<file path="src/rtl/mm_uart_rx_if.sv">
// CPU-side memory-mapped bus bundle for the UART receive peripheral.
// The CPU drives address/strobes/write data; the peripheral returns read data.
interface mm_uart_rx_if;
    logic [15:0] addr;
    logic        mm_re;
    logic        mm_we;
    logic [15:0] wdata;
    logic [15:0] rdata;

    modport master (output addr, output mm_re, output mm_we, output wdata, input rdata);
    modport slave  (input addr, input mm_re, input mm_we, input wdata, output rdata);
endinterface

</file>
<file path="src/rtl/mm_uart_rx.sv">
// Memory-mapped 8N1 UART receiver: synchronised RX pin, bit-timing FSM, byte FIFO,
// and a combinational read decode for the data/status registers.
module mm_uart_rx #(
    parameter int          BAUD_DIV   = 434,
    parameter int          FIFO_DEPTH = 8,
    parameter logic [15:0] DATA_ADDR  = 16'hC004,
    parameter logic [15:0] STAT_ADDR  = 16'hC005
) (
    input  logic            clk,
    input  logic            rst,
    input  logic            RX,
    mm_uart_rx_if.slave     bus,
    output logic            rx_q_empty,
    output logic            rx_irq
);
    localparam int PTR_W = (FIFO_DEPTH > 1) ? $clog2(FIFO_DEPTH) : 1;
    localparam int CNT_W = $clog2(FIFO_DEPTH + 1);
    localparam logic [11:0]      HALF_BIT = 12'(BAUD_DIV / 2);
    localparam logic [11:0]      FULL_M1  = 12'(BAUD_DIV - 1);
    localparam logic [CNT_W-1:0] DEPTH_C  = CNT_W'(FIFO_DEPTH);

    typedef enum logic [1:0] {IDLE, START, DATA, STOP} state_t;

    state_t      state, state_nxt;
    logic [11:0] cnt, cnt_nxt;
    logic [2:0]  bit_idx, bit_idx_nxt;
    logic [7:0]  shreg, shreg_nxt;
    logic        push_pend, push_pend_nxt;
    logic        frm_set;
    logic        rx_meta, rx_s;

    logic [7:0]       mem [FIFO_DEPTH];
    logic [PTR_W-1:0] wr_ptr, rd_ptr;
    logic [CNT_W-1:0] count;
    logic             empty, full, pop, push_ok, ovr_set;
    logic             overrun, frm_err;
    logic             ovr_clr, frm_clr;

    wire unused_wdata = ^{bus.wdata[15:4], bus.wdata[1:0]};

    // Two-flop synchroniser; idles high so reset never looks like a start bit.
    always_ff @(posedge clk) begin
        if (rst) begin
            rx_meta <= 1'b1;
            rx_s    <= 1'b1;
        end else begin
            rx_meta <= RX;
            rx_s    <= rx_meta;
        end
    end

    always_ff @(posedge clk) begin
        if (rst) begin
            state     <= IDLE;
            cnt       <= '0;
            bit_idx   <= '0;
            push_pend <= 1'b0;
        end else begin
            state     <= state_nxt;
            cnt       <= cnt_nxt;
            bit_idx   <= bit_idx_nxt;
            push_pend <= push_pend_nxt;
        end
    end

    always_ff @(posedge clk) begin
        shreg <= shreg_nxt;
    end

    always_comb begin
        state_nxt     = state;
        cnt_nxt       = cnt;
        bit_idx_nxt   = bit_idx;
        shreg_nxt     = shreg;
        push_pend_nxt = 1'b0;
        frm_set       = 1'b0;
        case (state)
            IDLE: begin
                if (!rx_s) begin
                    cnt_nxt   = HALF_BIT;
                    state_nxt = START;
                end
            end
            START: begin
                if (cnt != 12'd0) begin
                    cnt_nxt = cnt - 12'd1;
                end else if (rx_s) begin
                    state_nxt = IDLE;
                end else begin
                    cnt_nxt     = FULL_M1;
                    bit_idx_nxt = 3'd0;
                    state_nxt   = DATA;
                end
            end
            DATA: begin
                if (cnt != 12'd0) begin
                    cnt_nxt = cnt - 12'd1;
                end else begin
                    shreg_nxt   = {rx_s, shreg[7:1]};
                    cnt_nxt     = FULL_M1;
                    bit_idx_nxt = bit_idx + 3'd1;
                    if (bit_idx == 3'd7) state_nxt = STOP;
                end
            end
            STOP: begin
                if (cnt != 12'd0) begin
                    cnt_nxt = cnt - 12'd1;
                end else begin
                    if (rx_s) push_pend_nxt = 1'b1;
                    else      frm_set       = 1'b1;
                    state_nxt = IDLE;
                end
            end
            default: state_nxt = IDLE;
        endcase
    end

    assign empty   = (count == '0);
    assign full    = (count == DEPTH_C);
    assign pop     = bus.mm_re && (bus.addr == DATA_ADDR) && !empty;
    // A pop frees the slot in the same cycle, so a full queue can still accept.
    assign push_ok = push_pend && (!full || pop);
    assign ovr_set = push_pend && full && !pop;
    assign ovr_clr = bus.mm_we && (bus.addr == STAT_ADDR) && bus.wdata[2];
    assign frm_clr = bus.mm_we && (bus.addr == STAT_ADDR) && bus.wdata[3];

    always_ff @(posedge clk) begin
        if (push_ok) mem[wr_ptr] <= shreg;
    end

    always_ff @(posedge clk) begin
        if (rst) begin
            wr_ptr  <= '0;
            rd_ptr  <= '0;
            count   <= '0;
            overrun <= 1'b0;
            frm_err <= 1'b0;
        end else begin
            if (push_ok) wr_ptr <= wr_ptr + PTR_W'(1);
            if (pop)     rd_ptr <= rd_ptr + PTR_W'(1);
            case ({push_ok, pop})
                2'b10:   count <= count + CNT_W'(1);
                2'b01:   count <= count - CNT_W'(1);
                default: count <= count;
            endcase
            // Set events take priority over a simultaneous software clear.
            if (ovr_set)      overrun <= 1'b1;
            else if (ovr_clr) overrun <= 1'b0;
            if (frm_set)      frm_err <= 1'b1;
            else if (frm_clr) frm_err <= 1'b0;
        end
    end

    always_comb begin
        bus.rdata = 16'h0000;
        if (bus.mm_re) begin
            if (bus.addr == DATA_ADDR) begin
                if (!empty) bus.rdata = {8'h00, mem[rd_ptr]};
            end else if (bus.addr == STAT_ADDR) begin
                bus.rdata = {12'h000, frm_err, overrun, full, ~empty};
            end
        end
    end

    assign rx_q_empty = empty;
    assign rx_irq     = !empty || overrun || frm_err;
endmodule

</file>
<file path="src/flat_wrapper.sv">
// flat-port wrapper written by rule: the top's interface ports become plain ports
module mm_uart_rx_flat 
#(
    parameter int          BAUD_DIV   = 434,
    parameter int          FIFO_DEPTH = 8,
    parameter logic [15:0] DATA_ADDR  = 16'hC004,
    parameter logic [15:0] STAT_ADDR  = 16'hC005
)
  (clk, rst, RX, rx_q_empty, rx_irq, bus_addr, bus_mm_re, bus_mm_we, bus_wdata, bus_rdata);
  mm_uart_rx_if bus_i ();
  input  logic clk;
  input  logic rst;
  input  logic RX;
  output logic rx_q_empty;
  output logic rx_irq;
  input wire logic [$bits(bus_i.addr)-1:0] bus_addr;
  input wire logic [$bits(bus_i.mm_re)-1:0] bus_mm_re;
  input wire logic [$bits(bus_i.mm_we)-1:0] bus_mm_we;
  input wire logic [$bits(bus_i.wdata)-1:0] bus_wdata;
  output wire logic [$bits(bus_i.rdata)-1:0] bus_rdata;
  assign bus_i.addr = bus_addr;
  assign bus_i.mm_re = bus_mm_re;
  assign bus_i.mm_we = bus_mm_we;
  assign bus_i.wdata = bus_wdata;
  assign bus_rdata = bus_i.rdata;
  mm_uart_rx #(.BAUD_DIV(BAUD_DIV), .FIFO_DEPTH(FIFO_DEPTH), .DATA_ADDR(DATA_ADDR), .STAT_ADDR(STAT_ADDR)) u_core (.clk(clk), .rst(rst), .RX(RX), .bus(bus_i), .rx_q_empty(rx_q_empty), .rx_irq(rx_irq));
endmodule
</file>
<file path="config.mk">
export PLATFORM = sky130hd
export DESIGN_NAME = mm_uart_rx_flat
export DESIGN_NICKNAME = d
export VERILOG_FILES = /design/src/rtl/mm_uart_rx_if.sv /design/src/rtl/mm_uart_rx.sv /design/src/flat_wrapper.sv
export SDC_FILE = /design/constraint.sdc
export NUM_CORES = 1
export LEC_CHECK = 0
export CAP_MARGIN = 20
export CORE_MARGIN = 8
export CORE_UTILIZATION = 33
export DETAILED_ROUTE_END_ITERATION = 12
export HOLD_SLACK_MARGIN = 0.12
export PLACE_DENSITY_LB_ADDON = 0.12
export SLEW_MARGIN = 5
export SYNTH_ARGS = -nofsm -noshare
export SYNTH_HDL_FRONTEND = slang
export SYNTH_SLANG_ARGS = --single-unit
export TNS_END_PERCENT = 1
</file>
<file path="constraint.sdc">
create_clock -name clk -period 3.4 [get_ports clk]
set_clock_uncertainty 0.05 [all_clocks]
set_input_delay 0.68 -clock clk [delete_from_list [all_inputs] [get_ports clk]]
set_output_delay 0.68 -clock clk [all_outputs]
set_load 0.01 [all_outputs]
</file>
# --- Word level (Yosys, flattened, before mapping) ---
# Memory sizes are Yosys's and may differ from the RTL's. A register that Yosys moved wholly into a read port is not among the register bits.
# Index checks and enable logic that the tools add are counted.
totals:
  ff_bits: 40
  out_inout_bits: 18
  mem_count: 1
  ram_bits: 64
  word_cells: 99
memory_table:
  columns: ["name", "depth", "width", "rd", "rd_ports_with_merged_regs", "wr", "line_no", "rtl"]
  rows:
  - ["u_core.mem", 8, 8, 1, 1, 1, "mm_uart_rx.sv:32", "logic [7:0] mem [FIFO_DEPTH];"]
op_classes:
  addsub: 6
  bitwise: 3
  eq_ne: 17
  mux: 34
  n_reduce_logical: 26
ops:
  columns: ["operator", "count"]
  rows:
  - ["two-way mux 12 bit", 5]
  - ["one-hot mux 12 bit (4 select lines)", 1]
  - ["== test 16 bit, second input constant", 2]
  - ["two-way mux 16 bit", 2]
  - ["two-way mux 3 bit", 5]
  - ["two-way mux 2 bit", 6]
  - ["nonzero test 12 bit", 1]
  - ["subtractor 12 x 1 -> 12 bit, second input constant", 1]
  - ["two-way mux 1 bit", 10]
  - ["!= test 2 bit, second input constant", 5]
  - ["adder 3 x 1 -> 3 bit, second input constant", 3]
  - ["logical AND 1 bit", 8]
  - ["two-way mux 8 bit", 1]
  - ["one-hot mux 2 bit (4 select lines)", 1]
  - ["one-hot mux 4 bit (2 select lines)", 1]
  - ["nonzero test 2 bit", 4]
  - ["== test 2 bit, second input constant", 3]
  - ["one-hot mux 3 bit (2 select lines)", 1]
  - ["AND reduction 5 bit", 1]
  - ["adder 4 x 1 -> 4 bit, second input constant", 1]
  - ["== test 2 x 1 -> 1 bit, second input constant", 2]
  - ["== test 4 bit, second input constant", 1]
  - ["zero test 4 bit", 1]
  - ["two-way mux 4 bit", 1]
  - ["12 further kinds", 19]

# --- Depth between registers and ports, before layout ---
depth:
  word_depth: 7
  ltp_mapped: 10
  mapped_depth_nobuf: 9

# --- Worst setup path before layout ---
# Ideal clock, no wire load.
synth_path:
  path_type: "in2reg"
  start: "input bus_addr[1]"
  end: "memory u_core.mem[6][0] (enable)"
  setup_time_ns: 0.383
  path_slack_ns: 0.537
  cell_stages: 5
  arrival_time_ns: 2.430
  required_time_ns: 2.967
  cell_sequence: "nor4b_2 -> nand4_1 -> nor3_2 -> o21ai_0 -> nor3_1"
synth_between:
  elab_chain_cells: 7
synth_rtl:
  columns: ["element", "line_no", "rtl"]
  rows:
  - ["from (decl)", "flat_wrapper.sv:16", "input wire logic [$bits(bus_i.addr)-1:0] bus_addr;"]
  - ["== test 16 bit", "mm_uart_rx.sv:120", "assign pop = bus.mm_re && (bus.addr == DATA_ADDR) && !empty;"]
  - ["logical AND 1 bit (2 in series)", "mm_uart_rx.sv:120", null]
  - ["logical OR 1 bit", "mm_uart_rx.sv:122", "assign push_ok = push_pend && (!full || pop);"]
  - ["logical AND 1 bit", "mm_uart_rx.sv:122", null]
  - ["two-way mux 1 bit", "mm_uart_rx.sv:128", "if (push_ok) mem[wr_ptr] <= shreg;"]
  - ["two-way mux 1 bit (not written as such)", "mm_uart_rx.sv:128", null]
  - ["to (decl)", "mm_uart_rx.sv:32", null]
# Every way passes these cells.

# --- Worst setup path in the final report ---
layout_path:
  start: "input bus_addr[5]"
  end: "output bus_rdata[0]"
layout_between:
  elab_chain_cells: 4
layout_rtl:
  columns: ["element", "line_no", "rtl"]
  rows:
  - ["== test 16 bit", "mm_uart_rx.sv:159", "end else if (bus.addr == STAT_ADDR) begin"]
  - ["two-way mux 4 bit", "mm_uart_rx.sv:159", null]
  - ["two-way mux 16 bit *", "mm_uart_rx.sv:157", "if (bus.addr == DATA_ADDR) begin"]
  - ["two-way mux 16 bit *", "mm_uart_rx.sv:156", "if (bus.mm_re) begin"]
  - ["to (decl)", "flat_wrapper.sv:20", "output wire logic [$bits(bus_i.rdata)-1:0] bus_rdata;"]
# Mark *: on every way between the ends. The rest lies on a longest branch, timed or not.

==> results.sh <==
export IMPL_grt_overflow_total=0
export IMPL_yosys_top_cells_area="edfxtp_1 44%, dfxtp_1 14%, mux4_2 7.4%, ha_1 3.1%, nor2_1 2.8%"
export IMPL_drv_max_cap_violation_count=0
export IMPL_synth_area_leader_cell="edfxtp_1"
export IMPL_hold_path_endpoint="u_core.rx_s$_SDFF_PP1_"
export IMPL_report_final_slew_viol_count=0
export IMPL_fin_hold_ws_ns=0.363
export IMPL_post_synthesis_sequential_area_ratio_pct=58.4
export IMPL_cts_sink_count=107
export IMPL_p_per_area_mw_per_mm2=533
export IMPL_clkLatencyLatePin_ns=0.35
export IMPL_cts_buffers=9
export IMPL_initialDrtViolationCount=316
export IMPL_min_delay_path_depth=1
export IMPL_synth_async_sr_flop_share_pct=0
export IMPL_place_detailed_hpwl_mm=7.43
export IMPL_synth_xor_area_share_pct=0.715
export IMPL_viasPerCell=5.20
export IMPL_synth_top_family_by_area="simple AND/OR/NAND/NOR gates"
export IMPL_cts_hold_fix_buffers=0
export IMPL_placement_io_buffers=32
export IMPL_worstReg2RegEnd="u_core.cnt[7]$_SDFFE_PP0P_"
export IMPL_fp_coreArea_mm2=0.0145
export IMPL_design_area_mm2=0.00583
export IMPL_type_of_the_worst_setup_path="in -> out"
export IMPL_vdd_ir_drop_worst_mv=0.216
export IMPL_layout_drive_gt1_share_pct=16.5
export IMPL_synth_ff_type="edfxtp_1"
export IMPL_r2r_slack_ns=0.99
export IMPL_rr_worst_depth=7
export IMPL_floorplan_initialDensity_pct=33.7
export IMPL_n_antenna_cell=0
export IMPL_dr_total_vias=3223
export IMPL_synth_ff_latch_count=107
export IMPL_layout_min_cycle_time_ns=3.30
export IMPL_grt_pass1_wl_mm=16.9
export IMPL_synth_compound_area_share_pct=9.73
export IMPL_globalplace_congestion=0.829
export IMPL_synth_distinct_cells=67
export IMPL_synth_enable_flop_cells=72
export IMPL_yosysTopAreaCellShare_pct=44.1
export IMPL_grt_antenna_before_repair=0
export IMPL_post_route_period_util_pct=97.0
export IMPL_run_status="completed"
export IMPL_rows=44
export IMPL_total_power_w=0.00311
export IMPL_first_global_vias=3050
export IMPL_vertical_extent_of_the_die_um=138
export IMPL_postLayoutSetupSlackWorst_ns=0.102
export IMPL_drc_markers=0
export IMPL_worst_hold_startpoint="u_core.rx_meta$_SDFF_PP1_"
export IMPL_synth_mux_area_share_pct=9.42
export IMPL_die_area_mm2=0.0190
export IMPL_finalWirelength_mm=10.8
export IMPL_hold_violations=0
export IMPL_setup_violations=0
export IMPL_place_worst_setup_slack_ns=-0.266
export IMPL_chipWidth_um=138
export IMPL_clock_root_buffer="clkbuf_16"
export IMPL_list_of_most_frequent_post_synthesis_cells="72 x edfxtp_1, 37 x nor2_1, 35 x dfxtp_1"
export IMPL_cts_clk_slew_worst_paths_ns=0.07
export IMPL_wl_per_cell_um=17.5
export IMPL_slew_headroom_pct=54.5
export IMPL_arrival_ns=2.57
export IMPL_synth_area_mm2=0.00490
export IMPL_adder_cell_share_of_the_synthesized_area_pct=3.06
export IMPL_placed_cell_area_mm2=0.00552
export IMPL_nNetsFinal=481
export IMPL_floorplan_io_pins=55
export IMPL_final_core_utilization_pct=40.1
export IMPL_max_clock_freq_mhz=303
export IMPL_area_growth_syn_to_layout_pct=19.0
export IMPL_cp_data_required_time_ns=2.67
export IMPL_syn_instance_count=384
export IMPL_power_leakage_nw=2.04
export IMPL_drt_pass1_iter_count=4
export IMPL_cts_max_level=3
export IMPL_clock_tree_from_tritoncts="built"
export IMPL_grt_util_all_layers_pct=11.8
export IMPL_grt_max_degree=21
export IMPL_synthSimpleGateAreaFrac_pct=14.9
export IMPL_yosysMostFrequentCell="edfxtp_1"
export IMPL_worstSetupEndpointType="primary output"
export IMPL_crit_fanout=2
export IMPL_max_clock_path_buffers=2
export IMPL_max_slew_worst_pin_slew_ns=0.674
export IMPL_worst_hold_path_type="reg -> reg"
export IMPL_worst_flop_to_flop_path_startpoint="u_core.state[0]$_SDFFE_PP0P_"
export IMPL_filler_cell_count=1379
export IMPL_ys_warn_count=0
export IMPL_synth_area_per_inst_um2=12.8
export IMPL_critical_path_startpoint_type="input pin"
export IMPL_ant_nets=0
[routing by layer]
metal | GRT usage (%) | share of wire (%)
met5 | 0 | 0
met3 | 2.68 | 4.7
met1 | 15.3 | 46
met2 | 18.6 | 48
met4 | 5.01 | 1.4
[stage by stage]
| stage | cells | TNS, ns |
|---|---|---|
| after global routing | 620 | -0.0130 |
| final | 620 | 0 |
| after detailed placement | 604 | -1.05 |
| after floorplan | 391 | 0 |
| after global placement | 604 | -0.966 |
| after CTS | 620 | 0 |
[registers in the layout (all words and copies together) (netlist names), named ones only]
| signal | flops |
|---|---|
| u_core.rd_ptr | 3 |
| u_core.state | 1 |
| u_core.shreg | 8 |
| u_core.bit_idx | 3 |
| u_core.overrun | 1 |
| u_core.rx_s | 1 |
| u_core.wr_ptr | 3 |
| u_core.push_pend | 1 |
| u_core.frm_err | 1 |
| u_core.rx_meta | 1 |
| u_core.count | 4 |
| u_core.cnt | 12 |
| u_core.mem | 64 |
[worst max-delay path, cell delays in order]
cell and delay (ns):
clkdlybuf4s50_1 0.45, nor4_4 0.30, and4_1 0.26, nand3_1 0.11, buf_4 0.15, nor2_1 0.08, clkdlybuf4s50_1 0.54
[worst max path at each step]
stage                startpoint                    endpoint  slack [ns]  cells after the start
global placement    bus_addr[5]                bus_rdata[3]       -0.24                      6
detailed placement  bus_addr[5]                bus_rdata[3]       -0.27                      6
global route        bus_addr[5]                bus_rdata[0]       -0.01                      7
finish              bus_addr[5]                bus_rdata[0]        0.10                      7
CTS                 bus_addr[5]                bus_rdata[1]        0.02                      6
floorplan           bus_addr[1]  u_core.mem[6][0]$_DFFE_PP_        0.54                      5
[repair_timing]
action | in CTS | in global routing
pin swaps | 2 | 1
setup buffers | 1 | 0
gates resized for setup | 7 | 2
setup endpoints to repair | 6 | 2
[layout make-up]
class	instances	area, um^2	share of cell area [%]
sequential	107	2860	49.1
multi-input combinational	247	1900	32.5
timing repair buffer	57	504	8.64
tap	184	230	3.95
clock buffer	9	225	3.86
clock inverter	6	75.1	1.29
inverter	10	37.5	0.643
[power by group]
group	leakage (nW)	switching (W)	total, W	internal, W
Clock	0.149	0.000476	0.00105	0.000579
Combinational	0.960	0.000359	0.000589	0.000230
Sequential	0.931	0.0000586	0.00147	0.00141
Total	2.04	0.000894	0.00311	0.00222
[placed cells by master (no fill, tap or decap), types with 3 or more instances in the layout]
cell / Yosys / routed
buf_4: 9 / 25
nor2b_1: 3 / 3
and3_1: 5 / 5
nor4_1: 4 / 4
ha_1: 12 / 12
mux4_2: 16 / 16
nor3b_1: 7 / 7
a211oi_1: 5 / 5
a22oi_1: 3 / 3
a21o_1: 6 / 6
a21oi_1: 14 / 14
nor2_1: 37 / 37
edfxtp_1: 72 / 72
o21ai_0: 11 / 11
conb_1: 1 / 8
nand3_1: 8 / 8
nand4_1: 7 / 7
clkbuf_16: 0 / 9
and2_1: 3 / 3
xnor2_1: 3 / 3
mux2i_1: 9 / 9
dfxtp_1: 35 / 34
dlygate4sd2_1: 0 / 5
clkdlybuf4s50_1: 0 / 26
nand2_1: 19 / 19
or3_1: 7 / 6
inv_1: 10 / 10
nor3_1: 8 / 8
o211ai_1: 3 / 3
[kinds of logic (layout without fill, tap and decap cells)]
group,after synthesis,count (layout)
simple gates,129,129
flops,107,107
compound gates,68,68
buf+inv,37,82
mux,26,26
fa+ha+maj,12,12
xor+xnor,4,4
other cells,1,8
Power figures use the tool's default switching activity.
